==> src/rtl/jt51_wrseq.sv <==
`default_nettype none
// ============================================================================
//  Module      : jt51_wrseq
//  Description : Write sequencer in front of a jt51. Queues register/value
//                pairs in a small FIFO and replays each one on the jt51 bus
//                as an address write (a0=0) followed by a data write (a0=1),
//                aligned to the cen_p1 cadence and honouring the busy flag.
//  Revision    : 1.0 - initial release
// ============================================================================
module jt51_wrseq #(
    parameter int DW      = 4,
    parameter int BUSY_TO = 8
) (
    input  logic          clk,
    input  logic          rst_n,
    input  logic          cen,
    input  logic          push,
    input  logic [7:0]    reg_addr,
    input  logic [7:0]    reg_data,
    input  logic          clr_ovf,
    output logic          full,
    output logic          empty,
    output logic [DW:0]   level,
    output logic          ovf,
    output logic          idle,
    output logic          jt_cs_n,
    output logic          jt_wr_n,
    output logic          jt_a0,
    output logic [7:0]    jt_din,
    input  logic [7:0]    jt_dout
);

    // ------------------------------------------------------------------------
    // Constants
    // ------------------------------------------------------------------------
    localparam int           c_depth    = 2 ** DW;
    localparam logic [DW:0]  c_full_lvl = (DW + 1)'(c_depth);
    // Tick counter only needs to reach BUSY_TO-1 before the timeout fires.
    localparam int           c_tw       = (BUSY_TO < 2) ? 1 : $clog2(BUSY_TO);

    localparam logic [2:0] c_st_idle = 3'd0;  // waiting for a queued pair
    localparam logic [2:0] c_st_awr  = 3'd1;  // address strobe low
    localparam logic [2:0] c_st_agap = 3'd2;  // strobes high between writes
    localparam logic [2:0] c_st_dwr  = 3'd3;  // data strobe low
    localparam logic [2:0] c_st_bset = 3'd4;  // waiting for busy to rise
    localparam logic [2:0] c_st_bclr = 3'd5;  // waiting for busy to fall

    // ------------------------------------------------------------------------
    // Storage and state
    // ------------------------------------------------------------------------
    logic [15:0]     r_mem [c_depth];
    logic [DW-1:0]   r_wr_ptr;
    logic [DW-1:0]   r_rd_ptr;
    logic [DW:0]     r_level;
    logic            r_ovf;
    logic            r_idle;

    logic [2:0]      r_state;
    logic [7:0]      r_h_val;      // data byte of the pair in flight
    logic [c_tw-1:0] r_ticks;      // cen ticks spent waiting for busy

    logic            r_cs_n;
    logic            r_wr_n;
    logic            r_a0;
    logic [7:0]      r_din;

    // ------------------------------------------------------------------------
    // Combinational helpers
    // ------------------------------------------------------------------------
    logic            w_full;
    logic            w_empty;
    logic            w_push_ok;
    logic            w_pop;
    logic            w_busy;
    logic [15:0]     w_head;
    logic [DW:0]     w_level_nxt;
    logic [2:0]      w_state_nxt;
    logic            w_unused;

    assign w_full    = (r_level == c_full_lvl);
    assign w_empty   = (r_level == '0);
    // A push while full is dropped even if a pop happens this same cycle,
    // because the full decision is taken from the registered level.
    assign w_push_ok = push && !w_full;
    assign w_pop     = (r_state == c_st_idle) && !w_empty;
    assign w_busy    = jt_dout[7];
    assign w_head    = r_mem[r_rd_ptr];
    // Only the busy bit of the status byte is of interest here.
    assign w_unused  = &{1'b0, jt_dout[6:0]};

    // Next FIFO occupancy; push and pop together leave it unchanged.
    always_comb begin
        w_level_nxt = r_level;
        if (w_push_ok && !w_pop) begin
            w_level_nxt = r_level + (DW + 1)'(1);
        end else if (!w_push_ok && w_pop) begin
            w_level_nxt = r_level - (DW + 1)'(1);
        end
    end

    // Next sequencer state; only the strobe and busy-timeout steps wait on cen.
    always_comb begin
        w_state_nxt = r_state;
        case (r_state)
            c_st_idle: begin
                if (!w_empty) begin
                    w_state_nxt = c_st_awr;
                end
            end
            c_st_awr: begin
                if (cen) begin
                    w_state_nxt = c_st_agap;
                end
            end
            c_st_agap: begin
                if (cen) begin
                    w_state_nxt = c_st_dwr;
                end
            end
            c_st_dwr: begin
                if (cen) begin
                    w_state_nxt = c_st_bset;
                end
            end
            c_st_bset: begin
                if (w_busy) begin
                    w_state_nxt = c_st_bclr;
                end else if (cen && (r_ticks == c_tw'(BUSY_TO - 1))) begin
                    w_state_nxt = c_st_idle;
                end
            end
            c_st_bclr: begin
                if (!w_busy) begin
                    w_state_nxt = c_st_idle;
                end
            end
            default: begin
                w_state_nxt = c_st_idle;
            end
        endcase
    end

    // ------------------------------------------------------------------------
    // FIFO
    // ------------------------------------------------------------------------

    // Pair storage; contents need no reset since the pointers qualify them.
    always_ff @(posedge clk) begin
        if (w_push_ok) begin
            r_mem[r_wr_ptr] <= {reg_addr, reg_data};
        end
    end

    // Pointers, occupancy and the sticky overflow flag.
    always_ff @(posedge clk or negedge rst_n) begin
        if (!rst_n) begin
            r_wr_ptr <= '0;
            r_rd_ptr <= '0;
            r_level  <= '0;
            r_ovf    <= 1'b0;
        end else begin
            if (w_push_ok) begin
                r_wr_ptr <= r_wr_ptr + DW'(1);
            end
            if (w_pop) begin
                r_rd_ptr <= r_rd_ptr + DW'(1);
            end
            r_level <= w_level_nxt;
            // A dropped push outranks a clear arriving in the same cycle.
            if (push && w_full) begin
                r_ovf <= 1'b1;
            end else if (clr_ovf) begin
                r_ovf <= 1'b0;
            end
        end
    end

    // ------------------------------------------------------------------------
    // Bus sequencer
    // ------------------------------------------------------------------------

    // State register plus registered bus outputs, loaded with the values the
    // next state needs so the jt51 pins never see a combinational glitch.
    always_ff @(posedge clk or negedge rst_n) begin
        if (!rst_n) begin
            r_state <= c_st_idle;
            r_h_val <= 8'h00;
            r_ticks <= '0;
            r_cs_n  <= 1'b1;
            r_wr_n  <= 1'b1;
            r_a0    <= 1'b0;
            r_din   <= 8'h00;
        end else begin
            r_state <= w_state_nxt;
            case (r_state)
                c_st_idle: begin
                    if (w_pop) begin
                        // Address byte goes straight to the bus; keep the data.
                        r_din   <= w_head[15:8];
                        r_h_val <= w_head[7:0];
                        r_a0    <= 1'b0;
                        r_cs_n  <= 1'b0;
                        r_wr_n  <= 1'b0;
                    end
                end
                c_st_awr: begin
                    if (cen) begin
                        r_cs_n <= 1'b1;
                        r_wr_n <= 1'b1;
                    end
                end
                c_st_agap: begin
                    if (cen) begin
                        // a0 and din only change while the strobes are high.
                        r_a0   <= 1'b1;
                        r_din  <= r_h_val;
                        r_cs_n <= 1'b0;
                        r_wr_n <= 1'b0;
                    end
                end
                c_st_dwr: begin
                    if (cen) begin
                        r_cs_n  <= 1'b1;
                        r_wr_n  <= 1'b1;
                        r_ticks <= '0;
                    end
                end
                c_st_bset: begin
                    if (!w_busy && cen) begin
                        r_ticks <= r_ticks + c_tw'(1);
                    end
                end
                default: begin
                end
            endcase
        end
    end

    // Registered idle indication: nothing queued and nothing in flight.
    always_ff @(posedge clk or negedge rst_n) begin
        if (!rst_n) begin
            r_idle <= 1'b1;
        end else begin
            r_idle <= (w_level_nxt == '0) && (w_state_nxt == c_st_idle);
        end
    end

    // ------------------------------------------------------------------------
    // Outputs
    // ------------------------------------------------------------------------
    assign full    = w_full;
    assign empty   = w_empty;
    assign level   = r_level;
    assign ovf     = r_ovf;
    assign idle    = r_idle;
    assign jt_cs_n = r_cs_n;
    assign jt_wr_n = r_wr_n;
    assign jt_a0   = r_a0;
    assign jt_din  = r_din;

endmodule
`default_nettype wire

==> config.mk <==
export PLATFORM = sky130hd
export DESIGN_NAME = jt51_wrseq
export DESIGN_NICKNAME = d
export VERILOG_FILES = /design/src/rtl/jt51_wrseq.sv
export SDC_FILE = /design/constraint.sdc
export NUM_CORES = 1
export LEC_CHECK = 0
export ABC_AREA = 1
export ABC_CLOCK_PERIOD_IN_PS = 3300
export BUFFER_PORTS_ARGS = -buffer_cell sky130_fd_sc_hd__buf_2
export CAP_MARGIN = 15
export CORE_MARGIN = 3
export CORE_UTILIZATION = 45
export DETAILED_ROUTE_END_ITERATION = 10
export PLACE_DENSITY = 0.65
export SLEW_MARGIN = 10
export SYNTH_ARGS = -nofsm -noshare
export SYNTH_HDL_FRONTEND = slang
export SYNTH_SLANG_ARGS = --single-unit
==> constraint.sdc <==
create_clock -name clk -period 3.3 [get_ports clk]
set_input_delay 0.33 -clock clk [delete_from_list [all_inputs] [get_ports clk]]
set_output_delay 0.33 -clock clk [all_outputs]
set_load 0.02 [all_outputs]
==> results of run 1 <==
registers in the layout (all words and copies together), names as in the netlist:
signal	flops
idle	1
jt_a0	1
jt_din	8
jt_wr_n	1
level	5
ovf	1
r_h_val	8
r_mem	256
r_rd_ptr	4
r_state	3
r_ticks	3
r_wr_ptr	4
cell type report:
class / instances / area, um^2 / area share, %
Tap cell: 335 / 419.2 / 3.061
Multi-Input combinational cell: 611 / 3052 / 22.29
Inverter: 42 / 163.9 / 1.197
Timing Repair Buffer: 74 / 508.0 / 3.710
Sequential cell: 295 / 8673 / 63.34
Antenna cell: 1 / 2.502 / 0.01827
Clock buffer: 42 / 804.5 / 5.875
Clock inverter: 10 / 70.07 / 0.5117
per-stage QoR:
stage	hold slack, ps	total power (uW)	setup slack [ps]	utilization, %
floorplan	34.41	7871	845.1	-
global placement	466.6	9078	921.3	48.69
detailed placement	469.4	9172	898.2	48.69
CTS	53.68	12230	883.2	52.09
global route	84.91	12950	738.6	52.10
finish	78.14	12110	883.0	52.10
Yosys cell counts, drive strengths merged:
| master | n |
|---|---|
| a21boi | 1 |
| a21oi | 13 |
| a31oi | 1 |
| buf | 33 |
| clkbuf | 25 |
| clkinv | 1 |
| dfrtp | 37 |
| dfstp | 2 |
| edfxtp | 256 |
| ha | 10 |
| inv | 41 |
| mux2i | 1 |
| nand2 | 108 |
| nand3 | 51 |
| nand3b | 1 |
| nand4 | 4 |
| nor2 | 209 |
| nor3 | 1 |
| nor3b | 1 |
| o211ai | 53 |
| o21ai | 140 |
| o221ai | 7 |
| o22ai | 2 |
| xor2 | 8 |
worst min-delay path by stage:
| stage | slack (ps) | startpoint | to | depth (start not counted) |
|---|---|---|---|---|
| 2_1_floorplan | 30 | rst_n | jt_a0$_DFFE_PN0P_ | 0 |
| 3_3_place_gp | 470 | r_h_val[0]$_DFFE_PN0P_ | r_h_val[0]$_DFFE_PN0P_ | 2 |
| 3_5_place_dp | 470 | r_h_val[6]$_DFFE_PN0P_ | r_h_val[6]$_DFFE_PN0P_ | 2 |
| 4_1_cts | 50 | push | ovf$_DFFE_PN0P_ | 3 |
| 5_1_grt | 80 | push | ovf$_DFFE_PN0P_ | 3 |
| 6_report | 80 | push | ovf$_DFFE_PN0P_ | 3 |
power by group:
group	internal, uW	total (uW)	switching [uW]
Combinational	1270	4150	2880
Sequential	4610	4910	304
Clock	1750	3040	1290
layer usage:
metal  track usage (%)  vias up  share of wire (%)
li1                  -     3667                  -
met1             26.34     3734                 45
met2             30.57      173                 48
met3             3.136       46                4.7
met4             5.079        0                2.5
met5                 0        -                  0
worst max-delay path: stages (launching register included):
cell and delay (ps):
dfrtp_1 440, inv_1 120, ha_1 240, nand3_2 100, nand2_4 90, inv_4 140, nand2_1 170, nor2_2 480
buf_4 320
logic make-up (layout without fill, tap and decap cells):
| family | count (synthesis) | count (layout) | share of synthesized area [%] |
|---|---|---|---|
| compound gates | 217 | 217 | 10.31 |
| simple gates | 375 | 375 | 12.82 |
| flops | 295 | 295 | 71.43 |
| mux | 1 | 1 | 0.08251 |
| xor+xnor | 8 | 8 | 0.5776 |
| buf+inv | 100 | 168 | 3.744 |
| fa+ha+maj | 10 | 10 | 1.031 |
| other cells | 0 | 1 | 0 |
==> summary.md, run 1 <==
| Metric | Value |
|---|---|
| Run status | finished, final reports clean |
| Unrepaired setup endpoints after global routing | false |
| Post-layout instance count excluding filler cells | 1410 |
| Initial antenna violation count | 1 |
| Warnings from Yosys | 0 |
| Number of buffers inserted during clock tree synthesis | 29 |
| Detailed-route wire length per cell | 19.14 um |
| Path type of the worst min-delay path | input pin to flip-flop |
| Cells on worst reg2reg path | 8 |
| Cell types with the largest area share after synthesis | edfxtp_1 63%, dfrtp_1 7.6%, nor2_1 6.4%, o21ai_0 5.5%, o211ai_1 3.3% |
| Synthesized area per cell | 12.06 um^2 |
| Number of top-level pins | 49 |
| Crit path from | level[0]$_DFF_PN0_ |
| Worst slew slack as a fraction of its limit | a little under two fifths |
| Quantity of hold-fixing buffers added after cts | 2 |
| Post-placement cell count | 1355 |
| Clock tree from TritonCTS | built |
| Post-synth design cell area | ~12000 um^2 |
| Top cell type by total area after synthesis | edfxtp_1 |
| Endpoints failing hold | 0 |
| Fin nets | 1092 |
| Routed vias | ~7600 |
| Number of placement rows | a little under 60 |
| Layout Area Growth over Synthesis | 12.87% |
| Count of mapped cells out of synthesis | 1006 |
| Final sum of negative setup slack | 0 ps |
| Sink Count | 295 |
| Required time reported for the critical path endpoint | 3520 ps |
| Largest voltage drop on the vdd net | roughly 0.47 mV |
| Worst Max-Slew Pin Slew | 927.4 ps |
| Final HPWL from detailed placement | roughly 16000 um |
| Peak fanout along the critical path | 11 |
| Clock tree skew after final layout | 17.64 ps |
| Pins over their slew limit | 0 |
| Synthesized netlist net count | 1045 |
| Commonest non-fill, non-tap cell in the layout | edfxtp_1 |
| Post-CTS repair timing setup buffer count | 0 |
| Synth cell types | 35 |
| Overall die area | 28960 um^2 |
| Initial drt markers | 504 |
| Highest-count cells in the layout ignoring fill and taps | 256 x edfxtp_1, 190 x nor2_1, 133 x o21ai_0 |
| Root buffer cell | clkbuf_16 |
| Core region area | 26280 um^2 |
| Sequential fraction of the synthesis area | a little under three quarters |
| Number of setup violations in the final report | 0 |
| Global-route wire length before repair | ~42000 um |
| Kind of capture point of the worst setup path | flip-flop |
| Total routed wirelength | 26990 um |
| Filler instances | around 2300 |
| PortBufs | 41 |
| Leakage Power | 0.004939 uW |
| Global Route Usage Sum | 18.74% |
| Final ANT Viol Nets | 0 |
| R2r setup slk | 880 ps |
| First-pass iteration count of the detailed router | 5 |
| Max Clock Freq | 413.7 MHz |
| Clock transition at path regs | roughly 60 ps |
| Die span in y | 170.2 um |
| Final critical delay including setup and external delays | 2417 ps |
| Starting utilization of the core area | 46.16% |
| Worst setup endpoint | r_mem[13][1]$_DFFE_PP_ |
| Pwr per Cell Area | approximately 900 nW/um^2 |
| Post-detailed-route DRC marker count | 0 |
| Global route total overflow | 0 |
| Share of Yosys cell area claimed by the top area cell type | between 60% and 70% |
| CTS max path bufs | 3 |
| Fraction of final layout cells with drive strength greater than 1 | 13.87% |
| Share of the clock period used by the worst path | 73.24% |
| Max-capacitance violation count | 0 |
| Clock Latency Late Sink | ~540 ps |
| Vias per cell | around 5.4 |
| Synth Register Bits | roughly 300 |
| Final design instance area without fill | 13690 um^2 |
| Critical R2R Capture | r_mem[13][1]$_DFFE_PP_ |
| Resize count post-CTS | 0 |
| Final weighted congestion in routability-driven placement | between 0.7 and 0.8 |
| Dpl cell area | 12800 um^2 |
| Total number of H-tree levels | 1 |
| Class of the most critical setup path | flip-flop to flip-flop |
| Crit path DAT | 2640 ps |
| Floorplan die width | 170.2 um |
| Reg2Reg Launch Point | level[0]$_DFF_PN0_ |
| Number of global-route vias before repair | 7462 |
| Largest net degree at the start of global routing | 138 |
| Critical path startpoint category | flip-flop |
Power figures use the tool's default switching activity.
==> run 2: changes to the inputs <==
- ABC_CLOCK_PERIOD_IN_PS: 3300 -> 2300
- clock period: 3.3 -> 2.3 ns (I/O delays scaled with it)
==> run 2 against run 1 <==
  * Cell count grew 0.99%
  * Flip-flop and latch count is the same
  * Critical endpoint is now r_mem[15][10]$_DFFE_PP_
  * Non-clock buffer count grew 16
  * Worst setup slack lost 660 ps
==> summary.md, run 2 (synthesized netlist as in run 1, its figures left out) <==
| Metric | Value |
|---|---|
| Run status | finished, final reports clean |
| Detailed-route wire length per cell | 19.44 um (+1.5%) |
| Global route total overflow | 0 (unchanged) |
| Core region area | 26280 um^2 (unchanged) |
| Max FFs per register | 256 (unchanged) |
| Fin nets | 1108 (+1.5%) |
| CTS max path bufs | 3 (unchanged) |
| Pwr per Cell Area | 1277 nW/um^2 (+44%) |
| Pins over their slew limit | 0 (unchanged) |
| Clock tree from TritonCTS | built |
| Sequential cell fraction of total power | 39.8% (-0.8 points) |
| FF+latch area | 8673 um^2 (unchanged) |
| Register containing the most flip-flops in the final layout | r_mem |
| Fraction of final layout cells with drive strength greater than 1 | 15.24% (+1.4 points) |
| Class of the most critical setup path | flip-flop to flip-flop |
| Filler instances | 2151 (-4.5%) |
| Final HPWL from detailed placement | 16610 um (+6.3%) |
| Final weighted congestion in routability-driven placement | 0.8302 (+7.3%) |
| Hold Worst Slack | 29.04 ps (-49.10 ps) |
| Clock network power share | 25.0% (about the same) |
| Cell at the slowest stage of the critical path | dfrtp_1 |
| Total routed wirelength | 27680 um (+2.6%) |
| Die span in y | 170.2 um (unchanged) |
| Final Core Density | 53.00% (+0.90 points) |
| Largest voltage drop on the vdd net | 0.6504 mV (+38%) |
| Root buffer cell | clkbuf_16 |
| Crit path buffers/inverters | 3 (unchanged) |
| Worst stage delay on the critical path | 460 ps (-20 ps) |
| First-pass iteration count of the detailed router | 5 (unchanged) |
| Reg2Reg Launch Point | level[0]$_DFF_PN0_ |
| Number of global-route vias before repair | 7638 (+2.4%) |
| Cell family contributing the most delay on the critical path | simple AND/OR/NAND/NOR gates |
| Total number of H-tree levels | 1 (unchanged) |
| PortBufs | 41 (unchanged) |
| Endpoints failing hold | 0 (unchanged) |
| Commonest non-fill, non-tap cell in the layout | edfxtp_1 |
| Kind of capture point of the worst setup path | flip-flop |
| Number of setup violations in the final report | 0 (unchanged) |
| Resize count post-CTS | 0 (unchanged) |
| Internal Pwr Total | 11140 uW (+46%) |
| Max-capacitance violation count | 0 (unchanged) |
| Net load switching power | 6655 uW (+49%) |
| Critical path startpoint category | flip-flop |
| Initial drt markers | 818 (+62%) |
| Unrepaired setup endpoints after global routing | false |
| Final sum of negative setup slack | 0 ps (unchanged) |
| Final critical delay including setup and external delays | 2079 ps (-338.1 ps) |
| Final design instance area without fill | 13930 um^2 (+1.7%) |
| Clock Latency Late Sink | 540 ps (about the same) |
| Floorplan die width | 170.2 um (unchanged) |
| Routed vias | 7784 (+2.2%) |
| Sink Count | 295 (unchanged) |
| Post-CTS repair timing setup buffer count | 0 (unchanged) |
| Max Clock Freq | 481.0 MHz (+16%) |
| Crit path from | level[0]$_DFF_PN0_ |
| Multi-input gate area | 3052 um^2 (unchanged) |
| Peak fanout along the critical path | 11 (unchanged) |
| ANT cells | 0 (-1) |
| Path type of the worst min-delay path | input pin to flip-flop |
| Leakage Power | 0.005048 uW (+2.2%) |
| Number of buffers inserted during clock tree synthesis | 29 (unchanged) |
| Starting utilization of the core area | 46.16% (unchanged) |
| Quantity of hold-fixing buffers added after cts | 3 (+1) |
| Worst Max-Slew Pin Slew | 930.8 ps (+3.372 ps) |
| Share of the clock period used by the worst path | 90.39% (+17 points) |
| Launch instance of the worst min-delay path | cen |
| Clock transition at path regs | 60 ps (about the same) |
| Highest-count cells in the layout ignoring fill and taps | 256 x edfxtp_1, 190 x nor2_1, 133 x o21ai_0 |
| Global Route Usage Sum | 19.08% (+0.34 points) |
| Largest net degree at the start of global routing | 80 (-42%) |
| Comb power frac | 35.3% (+1.0 points) |
| Number of placement rows | 59 (unchanged) |
| Layout Area Growth over Synthesis | 14.82% |
| Global-route wire length before repair | 42740 um (+1.4%) |
| Switching part of the total power | 37.40% (+0.43 points) |
| Overall die area | 28960 um^2 (unchanged) |
| Vias per cell | 5.466 (+1.1%) |
| Number of top-level pins | 49 (unchanged) |
| Dpl cell area | 13020 um^2 (+1.8%) |
| Initial antenna violation count | 0 (-1) |
| Required time reported for the critical path endpoint | 2540 ps (-980 ps) |
| Clock tree skew after final layout | 13.70 ps (-3.932 ps) |
| Crit path DAT | 2320 ps (-320 ps) |
| List of cells traversed by the critical path | inv_1, ha_1, nand3_2, nand2_4, inv_4, nand2_1, nor2_2, buf_12 |
| Final ANT Viol Nets | 0 (unchanged) |
| Worst slew slack as a fraction of its limit | 37.95% (-0.22 points) |
| Post-detailed-route DRC marker count | 0 (unchanged) |
## run 2: cell types whose count changed in the layout (fill, tap and decap cells not counted)
cell           before  now
diode_2             1    0
clkbuf_8            3    0
clkbuf_1           10    6
clkinv_1            5    6
clkinvlp_4          0    1
dlygate4sd3_1       2    3
bufinv_16           1    2
buf_12              4   13
clkinv_2            6    8
buf_4              27   33
clkinv_4            0    1
## run 2: per-layer routing
| layer | vias to the layer above | part of all wire [%] | wire (um) | GRT usage [%] |
|---|---|---|---|---|
| li1 | 3694 | - | - | - |
| met1 | 3809 | 45 | 12340 | 26.99 |
| met2 | 236 | 47 | 13110 | 31.40 |
| met3 | 45 | 5.6 | 1543 | 2.671 |
| met4 | 0 | 2.5 | 691 | 5.079 |
| met5 | - | 0 | 0 | 0 |
## run 2: worst min-delay path, stage by stage
cell and delay (ps):
buf_2 140, nand3_1 90, a31oi_1 90
## run 2: final timing paths
path	endpoint	slack [ps]	depth (start not counted)
hold reg to reg	jt_a0$_DFFE_PN0P_	480	2
min in group asynchronous	r_ticks[2]$_DFFE_PN0P_	390	2
max in group asynchronous	r_rd_ptr[0]$_DFFE_PN0P_	1210	2
setup / recovery	r_mem[15][10]$_DFFE_PP_	220	8
hold / removal	jt_wr_n$_DFFE_PN1P_	30	3
setup reg to reg	r_mem[15][10]$_DFFE_PP_	220	8
## run 2: metrics by stage
| stage | power, uW | std cells | setup WS, ps |
|---|---|---|---|
| 4_1_cts | 17920 | 1424 | 241.1 |
| 6_report | 17790 | 1424 | 221.1 |
| 5_1_grt | 18940 | 1424 | 84.68 |
| 2_1_floorplan | 11310 | 1006 | -154.9 |
| 3_5_place_dp | 13460 | 1370 | 246.0 |
| 3_3_place_gp | 13340 | 1370 | 261.4 |
## run 2: power groups by stage
stage	combinational (uW)	sequential, uW	clock, uW
floorplan	4190	7120	0
global placement	6180	7170	0
detailed placement	6290	7170	0
CTS	6330	7070	4510
global route	7060	7140	4740
finish	6270	7070	4440
## run 2: layout make-up
| type | count | area share, % |
|---|---|---|
| Clock buffer | 35 | 5.371 |
| Clock inverter | 16 | 0.9342 |
| Inverter | 42 | 1.177 |
| Multi-Input combinational cell | 611 | 21.91 |
| Sequential cell | 295 | 62.27 |
| Tap cell | 335 | 3.009 |
| Timing Repair Buffer | 90 | 5.335 |
